--- src/rtl/mem_arbiter_if.sv ---
// Bundled bus between the two cache-side requesters, the arbiter and the memory controller.
// Port 1 (icache) uses the upper half of each packed field and port 0 (dcache) the lower half.
interface mem_arbiter_if #(
   parameter int ADDR_WIDTH = 32,
   parameter int DATA_WIDTH = 32
);
   localparam int MASK_WIDTH = DATA_WIDTH / 8;

   logic [3:0]              req_rw_flag_i;
   logic [2*ADDR_WIDTH-1:0] req_addr_i;
   logic [2*DATA_WIDTH-1:0] req_w_data_i;
   logic [2*MASK_WIDTH-1:0] req_w_mask_i;
   logic [2*DATA_WIDTH-1:0] req_r_data_o;
   logic [1:0]              req_busy_o;
   logic [1:0]              req_done_o;
   logic [1:0]              mem_rw_flag_o;
   logic [ADDR_WIDTH-1:0]   mem_addr_o;
   logic [DATA_WIDTH-1:0]   mem_w_data_o;
   logic [MASK_WIDTH-1:0]   mem_w_mask_o;
   logic [DATA_WIDTH-1:0]   mem_r_data_i;
   logic                    mem_busy_i;
   logic                    mem_done_i;

   modport slave (
      input  req_rw_flag_i, req_addr_i, req_w_data_i, req_w_mask_i,
      input  mem_r_data_i, mem_busy_i, mem_done_i,
      output req_r_data_o, req_busy_o, req_done_o,
      output mem_rw_flag_o, mem_addr_o, mem_w_data_o, mem_w_mask_o
   );

   modport master (
      output req_rw_flag_i, req_addr_i, req_w_data_i, req_w_mask_i,
      output mem_r_data_i, mem_busy_i, mem_done_i,
      input  req_r_data_o, req_busy_o, req_done_o,
      input  mem_rw_flag_o, mem_addr_o, mem_w_data_o, mem_w_mask_o
   );
endinterface

--- src/rtl/mem_arbiter.sv ---
// Round-robin arbiter sharing one memory port between the icache (port 1) and dcache (port 0).
// Each grant runs IDLE -> ACTIVE -> RESP and ends with a one-cycle done pulse to its owner.
module mem_arbiter #(
   parameter int ADDR_WIDTH = 32,
   parameter int DATA_WIDTH = 32
) (
   input  logic         clk,
   input  logic         rst,
   mem_arbiter_if.slave bus
);
   localparam int MASK_WIDTH = DATA_WIDTH / 8;

   typedef enum logic [1:0] {IDLE, ACTIVE, RESP} state_t;

   state_t                state;
   logic                  owner;
   logic                  prio;
   logic [1:0]            mask_next;

   logic [1:0]            port_req;
   logic [1:0]            eligible;
   logic                  grant_port;
   logic [1:0]            sel_flag;
   logic [ADDR_WIDTH-1:0] sel_addr;
   logic [DATA_WIDTH-1:0] sel_data;
   logic [MASK_WIDTH-1:0] sel_mask;

   // A port that just completed sits out one IDLE cycle; prio only matters on a tie.
   always_comb begin
      port_req   = {|bus.req_rw_flag_i[3:2], |bus.req_rw_flag_i[1:0]};
      eligible   = port_req & ~mask_next;
      grant_port = (eligible == 2'b11) ? prio : eligible[1];
      sel_flag   = grant_port ? bus.req_rw_flag_i[3:2] : bus.req_rw_flag_i[1:0];
      sel_addr   = grant_port ? bus.req_addr_i[2*ADDR_WIDTH-1:ADDR_WIDTH]
                              : bus.req_addr_i[ADDR_WIDTH-1:0];
      sel_data   = grant_port ? bus.req_w_data_i[2*DATA_WIDTH-1:DATA_WIDTH]
                              : bus.req_w_data_i[DATA_WIDTH-1:0];
      sel_mask   = grant_port ? bus.req_w_mask_i[2*MASK_WIDTH-1:MASK_WIDTH]
                              : bus.req_w_mask_i[MASK_WIDTH-1:0];
   end

   // The memory-side output registers double as the latched request while ACTIVE.
   always_ff @(posedge clk) begin
      if (!rst) begin
         state             <= IDLE;
         owner             <= 1'b0;
         prio              <= 1'b0;
         mask_next         <= 2'b00;
         bus.mem_rw_flag_o <= 2'b00;
         bus.mem_addr_o    <= '0;
         bus.mem_w_data_o  <= '0;
         bus.mem_w_mask_o  <= '0;
         bus.req_r_data_o  <= '0;
         bus.req_busy_o    <= 2'b00;
         bus.req_done_o    <= 2'b00;
      end else begin
         case (state)
            IDLE: begin
               mask_next <= 2'b00;
               if (!bus.mem_busy_i && eligible != 2'b00) begin
                  owner             <= grant_port;
                  prio              <= ~grant_port;
                  bus.mem_rw_flag_o <= sel_flag[1] ? 2'b10 : 2'b01;
                  bus.mem_addr_o    <= sel_addr;
                  bus.mem_w_data_o  <= sel_flag[1] ? sel_data : '0;
                  bus.mem_w_mask_o  <= sel_flag[1] ? sel_mask : '0;
                  bus.req_busy_o    <= 2'b11;
                  state             <= ACTIVE;
               end
            end
            ACTIVE: begin
               if (bus.mem_done_i) begin
                  if (bus.mem_rw_flag_o == 2'b01) begin
                     if (owner)
                        bus.req_r_data_o[2*DATA_WIDTH-1:DATA_WIDTH] <= bus.mem_r_data_i;
                     else
                        bus.req_r_data_o[DATA_WIDTH-1:0] <= bus.mem_r_data_i;
                  end
                  bus.mem_rw_flag_o <= 2'b00;
                  bus.req_done_o    <= owner ? 2'b10 : 2'b01;
                  bus.req_busy_o    <= owner ? 2'b01 : 2'b10;
                  state             <= RESP;
               end
            end
            RESP: begin
               bus.req_done_o <= 2'b00;
               bus.req_busy_o <= 2'b00;
               mask_next      <= owner ? 2'b10 : 2'b01;
               state          <= IDLE;
            end
            default: state <= IDLE;
         endcase
      end
   end
endmodule

--- src/flat_wrapper.sv ---
// flat-port wrapper written by rule: the top's interface ports become plain ports
module mem_arbiter_flat 
#(
   parameter int ADDR_WIDTH = 32,
   parameter int DATA_WIDTH = 32
)
  (clk, rst, bus_req_rw_flag_i, bus_req_addr_i, bus_req_w_data_i, bus_req_w_mask_i, bus_mem_r_data_i, bus_mem_busy_i, bus_mem_done_i, bus_req_r_data_o, bus_req_busy_o, bus_req_done_o, bus_mem_rw_flag_o, bus_mem_addr_o, bus_mem_w_data_o, bus_mem_w_mask_o);
  mem_arbiter_if #(.ADDR_WIDTH(ADDR_WIDTH), .DATA_WIDTH(DATA_WIDTH)) bus_i ();
  input  logic clk;
  input  logic rst;
  input wire logic [$bits(bus_i.req_rw_flag_i)-1:0] bus_req_rw_flag_i;
  input wire logic [$bits(bus_i.req_addr_i)-1:0] bus_req_addr_i;
  input wire logic [$bits(bus_i.req_w_data_i)-1:0] bus_req_w_data_i;
  input wire logic [$bits(bus_i.req_w_mask_i)-1:0] bus_req_w_mask_i;
  input wire logic [$bits(bus_i.mem_r_data_i)-1:0] bus_mem_r_data_i;
  input wire logic [$bits(bus_i.mem_busy_i)-1:0] bus_mem_busy_i;
  input wire logic [$bits(bus_i.mem_done_i)-1:0] bus_mem_done_i;
  output wire logic [$bits(bus_i.req_r_data_o)-1:0] bus_req_r_data_o;
  output wire logic [$bits(bus_i.req_busy_o)-1:0] bus_req_busy_o;
  output wire logic [$bits(bus_i.req_done_o)-1:0] bus_req_done_o;
  output wire logic [$bits(bus_i.mem_rw_flag_o)-1:0] bus_mem_rw_flag_o;
  output wire logic [$bits(bus_i.mem_addr_o)-1:0] bus_mem_addr_o;
  output wire logic [$bits(bus_i.mem_w_data_o)-1:0] bus_mem_w_data_o;
  output wire logic [$bits(bus_i.mem_w_mask_o)-1:0] bus_mem_w_mask_o;
  assign bus_i.req_rw_flag_i = bus_req_rw_flag_i;
  assign bus_i.req_addr_i = bus_req_addr_i;
  assign bus_i.req_w_data_i = bus_req_w_data_i;
  assign bus_i.req_w_mask_i = bus_req_w_mask_i;
  assign bus_i.mem_r_data_i = bus_mem_r_data_i;
  assign bus_i.mem_busy_i = bus_mem_busy_i;
  assign bus_i.mem_done_i = bus_mem_done_i;
  assign bus_req_r_data_o = bus_i.req_r_data_o;
  assign bus_req_busy_o = bus_i.req_busy_o;
  assign bus_req_done_o = bus_i.req_done_o;
  assign bus_mem_rw_flag_o = bus_i.mem_rw_flag_o;
  assign bus_mem_addr_o = bus_i.mem_addr_o;
  assign bus_mem_w_data_o = bus_i.mem_w_data_o;
  assign bus_mem_w_mask_o = bus_i.mem_w_mask_o;
  mem_arbiter #(.ADDR_WIDTH(ADDR_WIDTH), .DATA_WIDTH(DATA_WIDTH)) u_core (.clk(clk), .rst(rst), .bus(bus_i));
endmodule
--- config.mk ---
export PLATFORM = sky130hd
export DESIGN_NAME = mem_arbiter_flat
export DESIGN_NICKNAME = d
export VERILOG_FILES = /design/src/rtl/mem_arbiter_if.sv /design/src/rtl/mem_arbiter.sv /design/src/flat_wrapper.sv
export SDC_FILE = /design/constraint.sdc
export NUM_CORES = 1
export LEC_CHECK = 0
export ABC_AREA = 1
export BUFFER_PORTS_ARGS = -buffer_cell sky130_fd_sc_hd__buf_2
export CORE_MARGIN = 3
export CORE_UTILIZATION = 30
export CTS_CLUSTER_DIAMETER = 40
export DETAILED_ROUTE_END_ITERATION = 7
export PLACE_DENSITY = 0.57
export REMOVE_ABC_BUFFERS = 1
export SLEW_MARGIN = 25
export SYNTH_ARGS = -nofsm -noshare
export SYNTH_HDL_FRONTEND = slang
export SYNTH_SLANG_ARGS = --single-unit
--- constraint.sdc ---
create_clock -name clk -period 1.78 [get_ports clk]
set_input_delay 0.178 -clock clk [delete_from_list [all_inputs] [get_ports clk]]
set_output_delay 0.178 -clock clk [all_outputs]
set_load 0.005 [all_outputs]
# Word level (Yosys, flattened, before mapping)
# Index checks and enable logic that the tools add are counted.
# Widths: inputs -> output; s select.
dict set report totals {
  in_bits 176
  word_cells 61
  register_bits 144
  out_inout_bits 138
}
dict set report classes {
  n_mux 22
  n_bitwise 4
  n_reduce_logical 17
  eq_ne 6
}
# operator n
set ops {}
lappend ops {{$mux 32} 3}
lappend ops {{$mux 2} 11}
lappend ops {{$pmux 2 s2} 4}
lappend ops {{$mux 4} 2}
lappend ops {{$reduce_and 4->1} 2}
lappend ops {{$reduce_bool 2->1} 4}
lappend ops {{$pmux 2 s3} 1}
lappend ops {{$reduce_and 2->1} 3}
lappend ops {{$reduce_and 3->1} 2}
lappend ops {{$eq 2x1->1 const B} 2}
lappend ops {{$eq 2x2->1 const B} 2}
lappend ops {{$reduce_or 2->1} 2}
lappend ops {{$reduce_bool 3->1} 1}
lappend ops {{$and 2x2->2} 1}
lappend ops {{$logic_not 2->1} 1}
lappend ops {{$ne 2x1->1 const B} 1}
lappend ops {{$ne 2x2->1 const B} 1}
lappend ops {{$not 1->1} 2}
lappend ops {{$not 2->2} 1}
lappend ops {{$logic_and 1x1->1} 1}
lappend ops {{$logic_not 1->1} 1}
lappend ops {{$mux 1} 1}

# Logic depth before layout (Yosys ltp)
dict set report depth {
  depth_word 8
  mapped_depth 11
  mapped_depth_nobuf 9
}

# Worst setup path before layout
# Ideal clock, no wire load.
dict set report synth_timing {
  path_type {flip-flop to flip-flop}
  start {register u_core.mask_next[1]}
  end {register u_core.bus.mem_addr_o[22]}
  path_buffers 2
  synth_period_minus_slack_ns 1.327
  arrival_ns 1.216
  setup_slack_ns 0.453
  stages_incl_launch_ff 10
  t_required_ns 1.669
  setup_ns 0.111
  cell_sequence {dfxtp_1 o21bai_1 nand2_1 nand3_2 inv_2 buf_6 buf_2 or2_1 nand3_1 inv_1}
}
dict set report synth_via {
  elab_chain_len 5
  word_cells_on_any_way 8
  cone_classes {eq/ne (1); mux (2); bitwise (2); reduce/logical (3)}
}
# element line_no
set synth_rtl {}
lappend synth_rtl {{start: declaration} mem_arbiter.sv:18} ;# logic [1:0] mask_next;
lappend synth_rtl {{start signal: assignment} mem_arbiter.sv:88} ;# mask_next <= owner ? 2'b10 : 2'b01;
lappend synth_rtl {{$not 2->2 *} mem_arbiter.sv:31} ;# eligible = port_req & ~mask_next;
lappend synth_rtl {{$and 2x2->2 *} mem_arbiter.sv:31}
lappend synth_rtl {{$eq 2x2->1 / $reduce_bool 2->1 (equally long branches)} {mem_arbiter.sv:32, mem_arbiter.sv:60}}
lappend synth_rtl {{$mux 1 / $logic_and 1x1->1 (equally long branches)} {mem_arbiter.sv:32, mem_arbiter.sv:60}}
lappend synth_rtl {{$mux 32 / $reduce_and 2->1 (equally long branches)} n/a}
lappend synth_rtl {{end signal: assignment} mem_arbiter.sv:64} ;# bus.mem_addr_o <= sel_addr;
lappend synth_rtl {{end: declaration} mem_arbiter_if.sv:28} ;# output mem_rw_flag_o, mem_addr_o, mem_w_data_o, mem_w_mask_o
# Mark *: on every way between the ends. The rest lies on a longest branch, timed or not.
# A chain may end at the register's enable or synchronous reset.

# Worst setup path after layout
dict set report layout_timing {
  start {register u_core.mask_next[1]}
  end {register u_core.bus.mem_addr_o[18]}
}
# Same word-level chain as after synthesis.

==> summary.md <==
| Metric | Value |
|---|---|
| Synth top area share | `0.469` |
| Cell variety after synth | `25` |
| Peak supply drop | `541 uV` |
| Dpl cell area | `7970 um2` |
| Leading area contributor after synthesis | `dfxtp_1` |
| CTS Sinks | `144` |
| WL per Instance | `13.5 um` |
| Final Hold Vio Count | `0` |
| Synthesis Warnings | `0` |
| Hpwl dp | `14,200 um` |
| Post-synth ARST share | `0` |
| Largest net degree at the start of global routing | `65` |
| Reg clk slew, reported paths | `0.07 ns` |
| Die height | `149 um` |
| First-pass GRT wire length | `29,600 um` |
| WHS | `0.0133 ns` |
| Flop and latch count out of synthesis | `144` |
| Layout cells sized above 1 | `0.330` |
| Period minus WS final | `1.62 ns` |
| Final Slew Violations | `0` |
| Total Wirelength | `19,400 um` |
| Post_cts resized | `0` |
| Outcome | `finished, final reports clean` |
| Core Box Area | `19,800 um2` |
| Drt initial violations | `244` |
| Clock skew | `0.0113 ns` |
| HP Class | `in -> reg` |
| EDFF count, synth | `0` |
| ANT cells | `0` |
| Max clock buf depth | `2` |
| Rows | `51` |
| Worst flop-to-flop path endpoint | `u_core.bus.mem_addr_o[18]$_SDFFE_PN0P_` |
| Cell Pwr Density | `988 nW/um2` |
| CP Data Arrival Time | `1.94 ns` |
| Worst setup SP type | `flop` |
| Syn Inst Count | `863` |
| Max Freq | `617 MHz` |
| HP Start | `bus_mem_r_data_i[15]` |
| Detailed Routing Iterations Pass 1 | `4` |
| CTS tree | `done` |
| Design area | `8630 um2` |
| Worst setup margin | `0.158 ns` |
| Setup CP Type | `reg -> reg` |
| Grt peak-use layer | `met2` |
| Mapped Area | `6150 um2` |
| Worst R2R Setup Slack | `0.16 ns` |
| Area grow syn2layout | `40.5%` |
| Gr usage total | `0.165` |
| Final GP Congestion | `0.803` |
| Clk_lat worst skew | `0.42 ns` |
| H-tree levels | `4` |
| Crit. End Element | `flop` |
| WHS Path Cells | `3` |
| Die W | `149 um` |
| Number of global-route vias before repair | `5,762` |
| Synth top area cells | `dfxtp_1 47%, nand2_1 11%, nand3_1 9.1%, a21oi_1 7.5%, o21ai_1 5.6%` |
| DIE AREA | `22,200 um2` |
| R2R Path Start | `u_core.mask_next[1]$_SDFFE_PN0P_` |
| Slew headroom | `0.619` |
| Max-cap violation count | `0` |
| I/O pin total | `314` |
| Grt ovf | `0` |
| Top FF cell, synth | `dfxtp_1` |
| Sequential area share after synthesis | `0.469` |
| WP data required | `2.10 ns` |
| DRT antenna net count | `0` |
| Final Util | `0.436` |
| # setup viols final | `0` |
| DRC viols | `0` |
| Worst-path fanout max | `64` |
| Leakage power | `4.34 nW` |
| Total power | `8.53 mW` |
| Cts bufs inserted | `17` |
| Vias per std cell | `4.54` |
| Cells after DPL | `1,397` |
| Starting Density | `0.311` |
| Buffers on Ports | `313` |
| Total number of vias | `6,507` |
| WHS Endpoint | `u_core.bus.req_r_data_o[47]$_SDFFE_PN0P_` |
| Clk root buf | `clkbuf_16` |
| Worst Tran Pin Value | `0.572 ns` |
| Met1 usage | `0.213` |
| # hold bufs at CTS | `4` |
| R2R cell count | `8` |
| Initial antenna violation count | `1` |
| Total negative slack | `0 ns` |
| Tcrit/Tclk final | `0.911` |
| NumNets Final | `1,331` |
| Post-CTS Setup Inserts | `0` |
| Post-synthesis area per instance | `7.12 um2` |
| Dpl ws | `0.167 ns` |
| Finished Layout Cells | `1,433` |
| Met3 Use GR | `0.0462` |
| RSZ-0062 raised after global routing | `no` |
| Met2 Track Usage GR | `0.269` |
| Fill count | `2,116` |
-- logic make-up after synthesis --
logic type	count (synthesis)	synth area share
buf+inv	144	0.103
flops	144	0.469
compound gates	190	0.156
simple gates	385	0.272
-- cells in the mapped netlist, types with 4 or more instances --
cell type,number
a21oi_1,92
buf_2,32
buf_4,5
buf_6,4
clkbuf_1,17
dfxtp_1,144
inv_1,75
inv_2,4
nand2_1,174
nand3_1,112
nand3_2,4
nor2_1,72
o21ai_0,27
o21ai_1,69
or2_1,10
or2_2,7
-- how the worst max path moves through the flow --
| stage | to | cells past startpoint | from | slack (ns) |
|---|---|---|---|---|
| finish | u_core.bus.mem_addr_o[18]$_SDFFE_PN0P_ | 8 | u_core.mask_next[1]$_SDFFE_PN0P_ | 0.16 |
| global placement | u_core.bus.mem_addr_o[18]$_SDFFE_PN0P_ | 8 | u_core.mask_next[1]$_SDFFE_PN0P_ | 0.19 |
| detailed placement | u_core.bus.mem_addr_o[18]$_SDFFE_PN0P_ | 8 | u_core.mask_next[1]$_SDFFE_PN0P_ | 0.17 |
| global route | u_core.bus.mem_addr_o[18]$_SDFFE_PN0P_ | 8 | u_core.mask_next[1]$_SDFFE_PN0P_ | 0.006 |
| CTS | u_core.bus.mem_addr_o[18]$_SDFFE_PN0P_ | 8 | u_core.mask_next[1]$_SDFFE_PN0P_ | 0.16 |
| floorplan | u_core.bus.mem_rw_flag_o[0]$_SDFFE_PN0P_ | 7 | u_core.mask_next[0]$_SDFFE_PN0P_ | -1.25 |
-- critical path, cell delays in order (launching register included) --
cell and delay [ns]:
dfxtp_1 0.34, o21bai_1 0.16, nand2_1 0.12, nand3_2 0.13, inv_2 0.19, buf_12 0.26, nand3_1 0.12, nand3_1 0.10
inv_1 0.04
-- cells in the final DEF, fill, tap and decap left out --
master / n
a211oi_1: 1
or2_2: 7
clkinvlp_4: 1
and3_1: 1
o21bai_1: 1
buf_12: 9
inv_6: 6
clkinv_4: 2
clkbuf_16: 17
o21ai_0: 27
inv_8: 2
nand2_4: 1
buf_2: 313
clkinv_2: 2
nor2_2: 2
a21oi_1: 92
nor2_1: 72
dfxtp_1: 144
nand2_1: 174
nand3_1: 112
o21ai_1: 69
inv_2: 4
nand3_2: 4
buf_4: 11
nand2_2: 2
inv_1: 75
or2_1: 10
bufinv_16: 3
dlygate4sd3_1: 4
-- power by group --
part	total (mW)	internal, mW	switching [mW]
logic	1.29	0.562	0.730
registers	3.45	3.38	0.0771
clock network	3.78	2.25	1.53
-- routing by layer --
layer | vias up | part of all wire
met1 | 2890 | 0.44
met5 | - | 0
met3 | 16 | 0.077
met4 | 0 | 0.0093
li1 | 3378 | -
met2 | 223 | 0.47
-- state kept, by name, indices dropped and copies added (netlist names) --
register	count
u_core.bus.req_busy_o	2
u_core.owner	1
u_core.mask_next	2
u_core.bus.mem_rw_flag_o	2
u_core.bus.mem_w_data_o	32
u_core.bus.mem_w_mask_o	4
u_core.bus.req_done_o	2
u_core.prio	1
u_core.bus.req_r_data_o	64
u_core.state	2
u_core.bus.mem_addr_o	32
-- layout make-up --
type | instances | area (um2) | share of cell area
clock buffer | 17 | 425 | 0.0493
sequential | 144 | 2880 | 0.334
tap | 265 | 332 | 0.0384
multi-input combinational | 575 | 2630 | 0.304
inverter | 80 | 302 | 0.0349
clock inverter | 15 | 195 | 0.0226
timing repair buffer | 337 | 1870 | 0.216
Note: power is estimated with default switching activity, not from simulation.
